===== src/rtl/map_port_arbiter.sv =====
// Purpose : arbitrates the single-port map RAM between VGA, robot and cursor requesters (VGA > robot > cursor).
// Latency : request sampled in cycle N, grant + RAM strobes in N+1, rvalid/rdata in N+2.
// Backpr. : none towards the RAM; a requester holds req/row/col/we/wdata until its one-cycle gnt pulse.
//
// Ports:
//   clock_50, reset_key (async, active-low)
//   {vga,rob,cur}_req/_row/_col   : 1-based cell requests; cur_we/cur_wdata for cursor writes
//   {vga,rob,cur}_gnt             : grant pulse, one cycle after the winning request is sampled
//   {vga,rob,cur}_rvalid, rdata   : read return one cycle after gnt (rdata forced to 0 when out of range)
//   addr_err                      : pulses with gnt for a row/col outside 1..ROWS / 1..COLS
//   mem_en/mem_we/mem_addr/mem_wdata/mem_rdata : single-port RAM, read data one cycle after mem_en
//
// Optional feature: define MAP_ARB_STARVE_EN to add robot/cursor wait counters; a counter
// reaching STARVE_MAX promotes its requester above VGA (robot wins if both are promoted).
module map_port_arbiter #(
    parameter int ROWS       = 10,
    parameter int COLS       = 20,
    parameter int ROW_W      = 4,
    parameter int COL_W      = 5,
    parameter int ADDR_W     = 8,
    parameter int DATA_W     = 4,
    parameter int STARVE_MAX = 15
) (
    input  logic              clock_50,
    input  logic              reset_key,
    input  logic              vga_req,
    input  logic              rob_req,
    input  logic              cur_req,
    input  logic [ROW_W-1:0]  vga_row,
    input  logic [ROW_W-1:0]  rob_row,
    input  logic [ROW_W-1:0]  cur_row,
    input  logic [COL_W-1:0]  vga_col,
    input  logic [COL_W-1:0]  rob_col,
    input  logic [COL_W-1:0]  cur_col,
    input  logic              cur_we,
    input  logic [DATA_W-1:0] cur_wdata,
    output logic              vga_gnt,
    output logic              rob_gnt,
    output logic              cur_gnt,
    output logic              vga_rvalid,
    output logic              rob_rvalid,
    output logic              cur_rvalid,
    output logic [DATA_W-1:0] rdata,
    output logic              addr_err,
    output logic              mem_en,
    output logic              mem_we,
    output logic [ADDR_W-1:0] mem_addr,
    output logic [DATA_W-1:0] mem_wdata,
    input  logic [DATA_W-1:0] mem_rdata
);

    localparam logic [ROW_W-1:0]  L_ROWS   = ROW_W'(ROWS);
    localparam logic [COL_W-1:0]  L_COLS_C = COL_W'(COLS);
    localparam logic [ADDR_W-1:0] L_COLS_A = ADDR_W'(COLS);

    // Requester vectors are ordered {cursor, robot, vga}.
    logic [2:0]        r_gnt;
    logic [2:0]        r_rvld;
    logic              r_is_wr;     // the current grant is a cursor write (no read return)
    logic              r_rd_oor;    // the read being returned was out of range
    logic              r_addr_err;
    logic              r_mem_en;
    logic              r_mem_we;
    logic [ADDR_W-1:0] r_mem_addr;
    logic [DATA_W-1:0] r_mem_wdata;

    logic [2:0]        w_elig;
    logic [2:0]        w_pick;
    logic              w_rob_prom;
    logic              w_cur_prom;
    logic [ROW_W-1:0]  w_row;
    logic [COL_W-1:0]  w_col;
    logic              w_in_range;
    logic              w_is_wr;
    logic              w_any;
    logic [ADDR_W-1:0] w_addr;

    // A requester whose gnt is showing this cycle is not eligible again until the next one.
    assign w_elig = {cur_req, rob_req, vga_req} & ~r_gnt;

    always_comb begin
        w_pick = 3'b000;
        if (w_rob_prom) begin
            w_pick = 3'b010;
        end else if (w_cur_prom) begin
            w_pick = 3'b100;
        end else if (w_elig[0]) begin
            w_pick = 3'b001;
        end else if (w_elig[1]) begin
            w_pick = 3'b010;
        end else if (w_elig[2]) begin
            w_pick = 3'b100;
        end
    end

    always_comb begin
        w_row = vga_row;
        w_col = vga_col;
        if (w_pick[1]) begin
            w_row = rob_row;
            w_col = rob_col;
        end else if (w_pick[2]) begin
            w_row = cur_row;
            w_col = cur_col;
        end
    end

    assign w_any      = |w_pick;
    assign w_is_wr    = w_pick[2] & cur_we;
    assign w_in_range = (w_row != '0) && (w_row <= L_ROWS) && (w_col != '0) && (w_col <= L_COLS_C);
    // Only meaningful when w_in_range; row/col are 1-based.
    assign w_addr     = (ADDR_W'(w_row) - ADDR_W'(1)) * L_COLS_A + ADDR_W'(w_col) - ADDR_W'(1);

`ifdef MAP_ARB_STARVE_EN
    localparam int              CNT_W  = $clog2(STARVE_MAX + 1);
    localparam logic [CNT_W-1:0] L_SMAX = CNT_W'(STARVE_MAX);

    logic [CNT_W-1:0] r_rob_wait;
    logic [CNT_W-1:0] r_cur_wait;

    assign w_rob_prom = w_elig[1] && (r_rob_wait == L_SMAX);
    assign w_cur_prom = w_elig[2] && (r_cur_wait == L_SMAX);

    always_ff @(posedge clock_50 or negedge reset_key) begin
        if (!reset_key) begin
            r_rob_wait <= '0;
            r_cur_wait <= '0;
        end else begin
            if (w_pick[1]) begin
                r_rob_wait <= '0;
            end else if (w_elig[1] && (r_rob_wait != L_SMAX)) begin
                r_rob_wait <= r_rob_wait + CNT_W'(1);
            end
            if (w_pick[2]) begin
                r_cur_wait <= '0;
            end else if (w_elig[2] && (r_cur_wait != L_SMAX)) begin
                r_cur_wait <= r_cur_wait + CNT_W'(1);
            end
        end
    end
`else
    logic w_unused_starve;
    assign w_unused_starve = (STARVE_MAX != 0);
    assign w_rob_prom      = 1'b0;
    assign w_cur_prom      = 1'b0;
`endif

    always_ff @(posedge clock_50 or negedge reset_key) begin
        if (!reset_key) begin
            r_gnt       <= '0;
            r_rvld      <= '0;
            r_is_wr     <= 1'b0;
            r_rd_oor    <= 1'b0;
            r_addr_err  <= 1'b0;
            r_mem_en    <= 1'b0;
            r_mem_we    <= 1'b0;
            r_mem_addr  <= '0;
            r_mem_wdata <= '0;
        end else begin
            // Grant stage.
            r_gnt      <= w_pick;
            r_is_wr    <= w_is_wr;
            r_addr_err <= w_any & ~w_in_range;
            r_mem_en   <= w_any & w_in_range;
            r_mem_we   <= w_is_wr & w_in_range;
            // Address/data hold their last value while idle to avoid needless toggling.
            if (w_any && w_in_range) begin
                r_mem_addr <= w_addr;
            end
            if (w_is_wr && w_in_range) begin
                r_mem_wdata <= cur_wdata;
            end
            // Return stage: every granted read (in range or not) gets exactly one rvalid.
            r_rvld   <= r_gnt & ~{r_is_wr, 2'b00};
            r_rd_oor <= r_addr_err;
        end
    end

    assign vga_gnt    = r_gnt[0];
    assign rob_gnt    = r_gnt[1];
    assign cur_gnt    = r_gnt[2];
    assign vga_rvalid = r_rvld[0];
    assign rob_rvalid = r_rvld[1];
    assign cur_rvalid = r_rvld[2];
    assign addr_err   = r_addr_err;
    assign mem_en     = r_mem_en;
    assign mem_we     = r_mem_we;
    assign mem_addr   = r_mem_addr;
    assign mem_wdata  = r_mem_wdata;
    // RAM output is passed through only in a valid, in-range return cycle.
    assign rdata      = ((|r_rvld) && !r_rd_oor) ? mem_rdata : '0;

endmodule


===== config.mk =====
export PLATFORM = sky130hd
export DESIGN_NAME = map_port_arbiter
export DESIGN_NICKNAME = d
export VERILOG_FILES = /design/src/rtl/map_port_arbiter.sv
export SDC_FILE = /design/constraint.sdc
export NUM_CORES = 1
export LEC_CHECK = 0
export ABC_AREA = 1
export BUFFER_PORTS_ARGS = -buffer_cell sky130_fd_sc_hd__buf_2
export CAP_MARGIN = 5
export CORE_MARGIN = 2
export CORE_UTILIZATION = 45
export DETAILED_ROUTE_END_ITERATION = 10
export PLACE_DENSITY_LB_ADDON = 0.1
export SYNTH_ARGS = -nofsm -noshare
export SYNTH_HDL_FRONTEND = slang
export SYNTH_SLANG_ARGS = --single-unit

===== constraint.sdc =====
create_clock -name clock_50 -period 6.2 [get_ports clock_50]
set_input_delay 1.24 -clock clock_50 [delete_from_list [all_inputs] [get_ports clock_50]]
set_output_delay 1.24 -clock clock_50 [all_outputs]
set_load 0.01 [all_outputs]

==> results of run 1 <==
==> cells in the final DEF, fill, tap and decap left out <==
| cell type | synthesis | final |
|---|---|---|
| fa_1 | 2 | 2 |
| dfrtp_1 | 23 | 23 |
| clkbuf_8 | 0 | 3 |
| nor2_4 | 2 | 2 |
| xnor2_1 | 4 | 4 |
| or2_2 | 1 | 1 |
| buf_2 | 0 | 65 |
| a21oi_1 | 3 | 3 |
| nor3_1 | 1 | 1 |
| ha_1 | 15 | 15 |
| nand4_1 | 6 | 6 |
| nor2_1 | 14 | 14 |
| inv_1 | 40 | 40 |
| nand3b_1 | 2 | 2 |
| nand2_2 | 2 | 2 |
| o22ai_1 | 1 | 1 |
| o21ai_2 | 1 | 1 |
| nand3_1 | 19 | 19 |
| xor2_1 | 5 | 5 |
| clkinv_1 | 1 | 1 |
| o21ai_0 | 3 | 3 |
| or2_1 | 4 | 4 |
| inv_2 | 3 | 3 |
| nand3_2 | 5 | 5 |
| nor3_4 | 1 | 1 |
| nor2_8 | 1 | 1 |
| inv_4 | 2 | 2 |
| or2_4 | 1 | 1 |
| clkbuf_1 | 0 | 1 |
| nand2_1 | 85 | 85 |
| nand2_4 | 6 | 6 |
==> critical path, cell delays in order <==
cell and delay (ns):
buf_2 0.07, inv_1 0.05, nor2_4 0.19, nand3_2 0.24
nand2_1 0.12, nand3_1 0.08, nand2_1 0.20, nand3_1 0.16
nand2_1 0.11, nand2_1 0.07, ha_1 0.30, ha_1 0.23
fa_1 0.58, xnor2_1 0.32, nand2_1 0.11, nor2_1 0.10
nand2_1 0.08, nand2_1 0.09, nand2_1 0.07, nand2_1 0.06
nand2_1 0.04, nand2_1 0.06, nand3_1 0.09, nand3_2 0.08
nand2_1 0.05
==> layer usage <==
metal | vias to the layer above | wire length (um)
li1 | 920 | -
met4 | 0 | 65
met2 | 48 | 1743
met1 | 734 | 1901
met3 | 4 | 205
met5 | - | 0
==> logic make-up (layout without fill, tap and decap cells) <==
kind of cell | Yosys count | count (layout) | share of synthesized area
flip-flops | 23 | 23 | 0.3061
AO/OA/AOI/OAI | 8 | 8 | 0.02395
AND/OR/NAND/NOR | 150 | 150 | 0.4005
adder cells (fa/ha/maj) | 17 | 17 | 0.1211
buffers and inverters | 48 | 115 | 0.1064
XOR/XNOR | 9 | 9 | 0.04191
==> flip-flops by register name, summed over array words and instances, names as in the netlist <==
register / count
mem_en: 1
r_gnt: 3
r_is_wr: 1
mem_we: 1
mem_wdata: 4
r_rvld: 3
addr_err: 1
r_rd_oor: 1
mem_addr: 8
==> how the worst max path moves through the flow <==
stage                       end  startpoint  depth (start not counted)
finish              mem_addr[7]     cur_req                         25
CTS                 mem_addr[7]     cur_req                         25
global route        mem_addr[7]     cur_req                         25
detailed placement  mem_addr[7]     cur_req                         25
floorplan           mem_addr[7]     vga_req                         24
global placement    mem_addr[7]     cur_req                         25
==> final cells by class <==
cell class	count	area, um^2	area share
multi-input combinational	184	1105	0.4822
sequential	23	575.6	0.2512
timing repair buffer	65	325.3	0.1420
inverter	46	177.7	0.07755
tap	50	62.56	0.02731
clock buffer	4	45.04	0.01966
==> stage by stage <==
stage	utilization	power, mW
detailed placement	0.5615	0.6927
finish	0.5727	0.7794
CTS	0.5727	0.7856
global route	0.5727	0.8712
floorplan	-	0.5749
global placement	0.5615	0.6875
==> report_power, final <==
group	switching (mW)	internal, mW	leakage, nW
sequential	0.0204	0.195	0.289
combinational	0.277	0.196	1.09
clock	0.0455	0.0458	0.0228
==> results.py, run 1 <==
metrics = {
    "outcome": {
        "outcome": "finished clean",
    },
    "critical_path": {
        "worst_r2r_endpoint": "mem_addr[7]",
        "r2r_slack_ns": 2.24,
        "crit_required_ns": 6.36,
        "arrival_ns": 4.76,
        "crit_type": "primary input to flop",
        "critPathCaptureType": "flop",
        "r2r_cells": 23,
        "worstSetupStartpointType": "primary input",
        "critPathMaxFanout": 12,
        "timing.rr.start": "r_gnt[2]",
    },
    "placed_design": {
        "port_buffers": 65,
        "dpl.hpwl_um": 3216,
        "place_ws_ns": 1.282,
        "placed_area_um2": 2246,
        "gp_congestion": 0.8415,
        "dp_cells": 368,
    },
    "detailed_routing": {
        "wirelength_um": 3916,
        "final_antenna_net_count": 0,
        "vias": 1706,
        "post_drt_via_cell_ratio": 4.586,
        "drtIter0Drc": 85,
        "detail_route.wl_per_cell_um": 10.53,
        "drc": 0,
        "drt_pre_antenna_iters": 4,
    },
    "clocking": {
        "cts_resized": 0,
        "root_buffer": "clkbuf_8",
        "cts.hold.buffers_added": 0,
        "clk_latency_ns": 0.26,
        "cts_tree": "built",
        "cts_sinks": 23,
        "cts.clk_slew.worst_paths_ns": 0.08,
        "cts_buffer_depth": 2,
        "post_cts_buffers": 0,
        "cts_inserted_buffers": 3,
        "htree_levels": 1,
    },
    "flow_run": {
        "max_cap_viol_count": 0,
    },
    "finish": {
        "synthToLayoutAreaGrowth_pct": 21.82,
        "finalNetCount": 381,
        "num_antenna_cells": 0,
        "fillers": 406,
        "drive_gt1_frac": 0.2888,
        "stdcell_area_um2": 2291,
        "final_cells": 372,
    },
    "timing": {
        "rsz0062_at_grt": "no",
        "drv_slew": 0,
        "fin_hold_ws_ns": 0.3738,
        "setup_slack_ns": 1.598,
        "fin_skew_ns": 0.008279,
        "slew_headroom": 0.5907,
        "finalSetupTns_ns": 0,
        "post-route-min-period_ns": 4.602,
        "finalSetupViolCount": 0,
        "fmax_mhz": 217.3,
        "finalCritPeriodShare": 0.7422,
        "worst_slew_pin_slew_ns": 0.6076,
        "finalHoldViolCount": 0,
    },
    "logic_synthesis": {
        "ys_seq_elements": 23,
        "avgSynthCellArea_um2": 7.375,
        "yosysTopAreaCell": "dfrtp_1",
        "syn_area_um2": 1881,
        "postSynthNetCount": 313,
        "yosysMostFrequentCell": "nand2_1",
        "synthTopCellsByArea": "dfrtp_1, nand2_1, ha_1, inv_1, nand3_1",
        "synth-seq-area-share": 0.3061,
        "async_flop_share": 1.000,
        "synth_top_area_share": 0.3061,
        "ys_top_cells_by_count": "nand2_1, inv_1, dfrtp_1",
        "synthesis.instances": 255,
        "synth_edf_count": 0,
        "synth_warnings": 0,
        "synthFlopType": "dfrtp_1",
        "ys_types": 29,
    },
    "grt": {
        "grt_pass1_wl_um": 6686,
        "grt.met2_usage": 0.3269,
        "grt_overflow_total": 0,
        "antenna_found_initial": 0,
        "first_global_vias": 1598,
        "track_usage": 0.1865,
        "grt_busiest_layer": "met2",
        "met3_usage": 0.01461,
        "grt_use_met1": 0.2356,
        "grt_max_degree": 24,
    },
    "pwr": {
        "p_leak_nw": 1.400,
        "power_density_nw_per_um2": 340.2,
        "peakVddDrop_mv": 0.1800,
    },
    "floorplanning": {
        "start_util": 0.4701,
        "io_pins": 66,
        "die_h_um": 68.65,
        "core_um2": 4000,
        "die_x_um": 68.65,
        "rows": 23,
        "die-area_um2": 4712,
    },
    "worst_hold_path": {
        "hp-class": "flop to flop",
        "hp-start": "addr_err",
        "holdPathEnd": "r_rd_oor",
        "whs_path_depth": 0,
    },
}
No activity file was read; power rests on OpenSTA's default activity.
==> run 2, diff against run 1 <==
==> constraint.sdc (replaced) <==
create_clock -name clock_50 -period 4.2 [get_ports clock_50]
set_input_delay 0.84 -clock clock_50 [delete_from_list [all_inputs] [get_ports clock_50]]
set_output_delay 0.84 -clock clock_50 [all_outputs]
set_load 0.01 [all_outputs]
==> results.py, run 2 (synthesis gave the netlist of run 1 again) <==
metrics = {
    "timing": {
        "rsz0062_at_grt": "no",
        "finalCritPeriodShare": 0.9308,
        "drv_slew": 0,
        "finalHoldViolCount": 0,
        "setup_slack_ns": 0.2907,
        "fin_skew_ns": 0.001940,
        "finalSetupViolCount": 0,
        "finalSetupTns_ns": 0,
        "post-route-min-period_ns": 3.909,
        "fin_hold_ws_ns": 0.3938,
        "worst_slew_pin_slew_ns": 0.5790,
        "slew_headroom": 0.6099,
        "fmax_mhz": 255.8,
    },
    "finish": {
        "postLayoutCoreUtil": 0.5884,
        "largest_register_ffs": 8,
        "drive_gt1_frac": 0.3100,
        "multi_input_area_um2": 1115,
        "mostFrequentLayoutCells": "nand2_1, buf_2, inv_1, dfrtp_1, nand3_1",
        "finalNetCount": 388,
        "num_antenna_cells": 0,
        "seqCellArea_um2": 575.6,
        "synthToLayoutAreaGrowth_pct": 25.15,
        "fillers": 412,
        "layout_commonest_cell": "nand2_1",
    },
    "critical_path": {
        "r2r_slack_ns": 0.52,
        "crit_required_ns": 4.36,
        "critPathCaptureType": "flop",
        "worstSetupStartpointType": "primary input",
        "critPathMaxFanout": 16,
        "crit_type": "primary input to flop",
        "timing.rr.start": "r_gnt[0]",
        "worst_r2r_endpoint": "mem_addr[7]",
        "r2r_cells": 24,
        "arrival_ns": 4.07,
    },
    "pwr": {
        "peakVddDrop_mv": 0.3537,
        "power_density_nw_per_um2": 508.6,
        "p_leak_nw": 1.438,
    },
    "placed_design": {
        "gp_congestion": 0.7796,
        "port_buffers": 65,
        "place_ws_ns": -0.04703,
        "dpl.hpwl_um": 3382,
    },
    "grt": {
        "antenna_found_initial": 0,
        "track_usage": 0.1789,
        "grt_max_degree": 24,
        "grt_overflow_total": 0,
        "first_global_vias": 1594,
        "grt_pass1_wl_um": 6444,
    },
    "detailed_routing": {
        "vias": 1738,
        "post_drt_via_cell_ratio": 4.586,
        "drt_pre_antenna_iters": 4,
        "final_antenna_net_count": 0,
        "drc": 0,
        "detail_route.wl_per_cell_um": 10.38,
        "drtIter0Drc": 83,
        "wirelength_um": 3934,
    },
    "clocking": {
        "cts_sinks": 23,
        "cts_tree": "built",
        "cts_inserted_buffers": 3,
        "cts_buffer_depth": 2,
        "clk_latency_ns": 0.26,
        "htree_levels": 1,
        "root_buffer": "clkbuf_8",
        "cts.clk_slew.worst_paths_ns": 0.08,
    },
    "floorplanning": {
        "die_x_um": 68.65,
        "io_pins": 66,
        "die_h_um": 68.65,
        "start_util": 0.4701,
        "core_um2": 4000,
        "rows": 23,
        "die-area_um2": 4712,
    },
    "outcome": {
        "outcome": "finished clean",
    },
    "worst_hold_path": {
        "hp-start": "addr_err",
        "holdPathEnd": "r_rd_oor",
        "hp-class": "flop to flop",
        "whs_path_depth": 0,
    },
    "flow_run": {
        "max_cap_viol_count": 0,
    },
}
run 2: cell count changes in the layout (fill, tap and decap cells not counted), sizes merged:
cell and change:
buf +7
run 2: what timing repair did:
item / CTS / global route
hold buffers: 0 / 0
endpoints found under the setup margin: 0 / 1
buffers inserted: 0 / 0
resized for setup: 0 / 2
run 2: how the worst max path moves through the flow:
stage | startpoint | endpoint | slack, ns | cells past startpoint
global route | rob_req | mem_addr[7] | 0.02 | 24
CTS | vga_req | mem_addr[7] | 0.22 | 24
detailed placement | vga_req | mem_addr[7] | -0.05 | 24
global placement | vga_req | mem_addr[7] | 0.08 | 25
finish | vga_req | mem_addr[7] | 0.29 | 24
floorplan | vga_req | mem_addr[7] | 0.18 | 24
run 2: where the power goes:
| part | switching, mW | internal [mW] | total, mW |
|---|---|---|---|
| sequential | 0.0326 | 0.288 | 0.320 |
| combinational | 0.418 | 0.327 | 0.745 |
| clock | 0.0642 | 0.0675 | 0.132 |
run 2: area by class of cell:
type                    count  area share
inverters                  46     0.07549
flip-flops and latches     23      0.2446
well taps                  50     0.02658
repair buffers             72      0.1606
clock buffers               4     0.01914
multi-input cells         184      0.4737
run 2: worst max-delay path, cell delays in order:
cell	delay (ns)
buf_2	0.11
nand2_4	0.11
inv_4	0.06
nor2_8	0.09
inv_4	0.08
or2_1	0.21
nand2_1	0.17
ha_1	0.28
inv_1	0.07
ha_1	0.25
ha_1	0.24
fa_2	0.62
xnor2_2	0.14
nand2_1	0.09
nor2_1	0.09
nand2_1	0.08
nand2_1	0.09
nand2_1	0.06
nand2_1	0.06
nand2_1	0.04
nand2_1	0.06
nand3_1	0.10
nand3_2	0.08
nand2_1	0.04
run 2: metrics by stage:
| stage | cell area (um^2) | power (mW) | std cells |
|---|---|---|---|
| 3_5_place_dp | 2298 | 1.059 | 375 |
| 4_1_cts | 2344 | 1.193 | 379 |
| 5_1_grt | 2354 | 1.326 | 379 |
| 2_1_floorplan | 1881 | 0.8487 | 255 |
| 6_report | 2354 | 1.197 | 379 |
| 3_3_place_gp | 2298 | 1.043 | 375 |
run 2: routing by layer:
layer	global-route usage	part of all wire	vias up
li1	-	-	932
met1	0.2142	0.46	757
met2	0.3353	0.47	45
met3	0.006494	0.050	4
met4	0.06750	0.014	0
met5	0	0	-
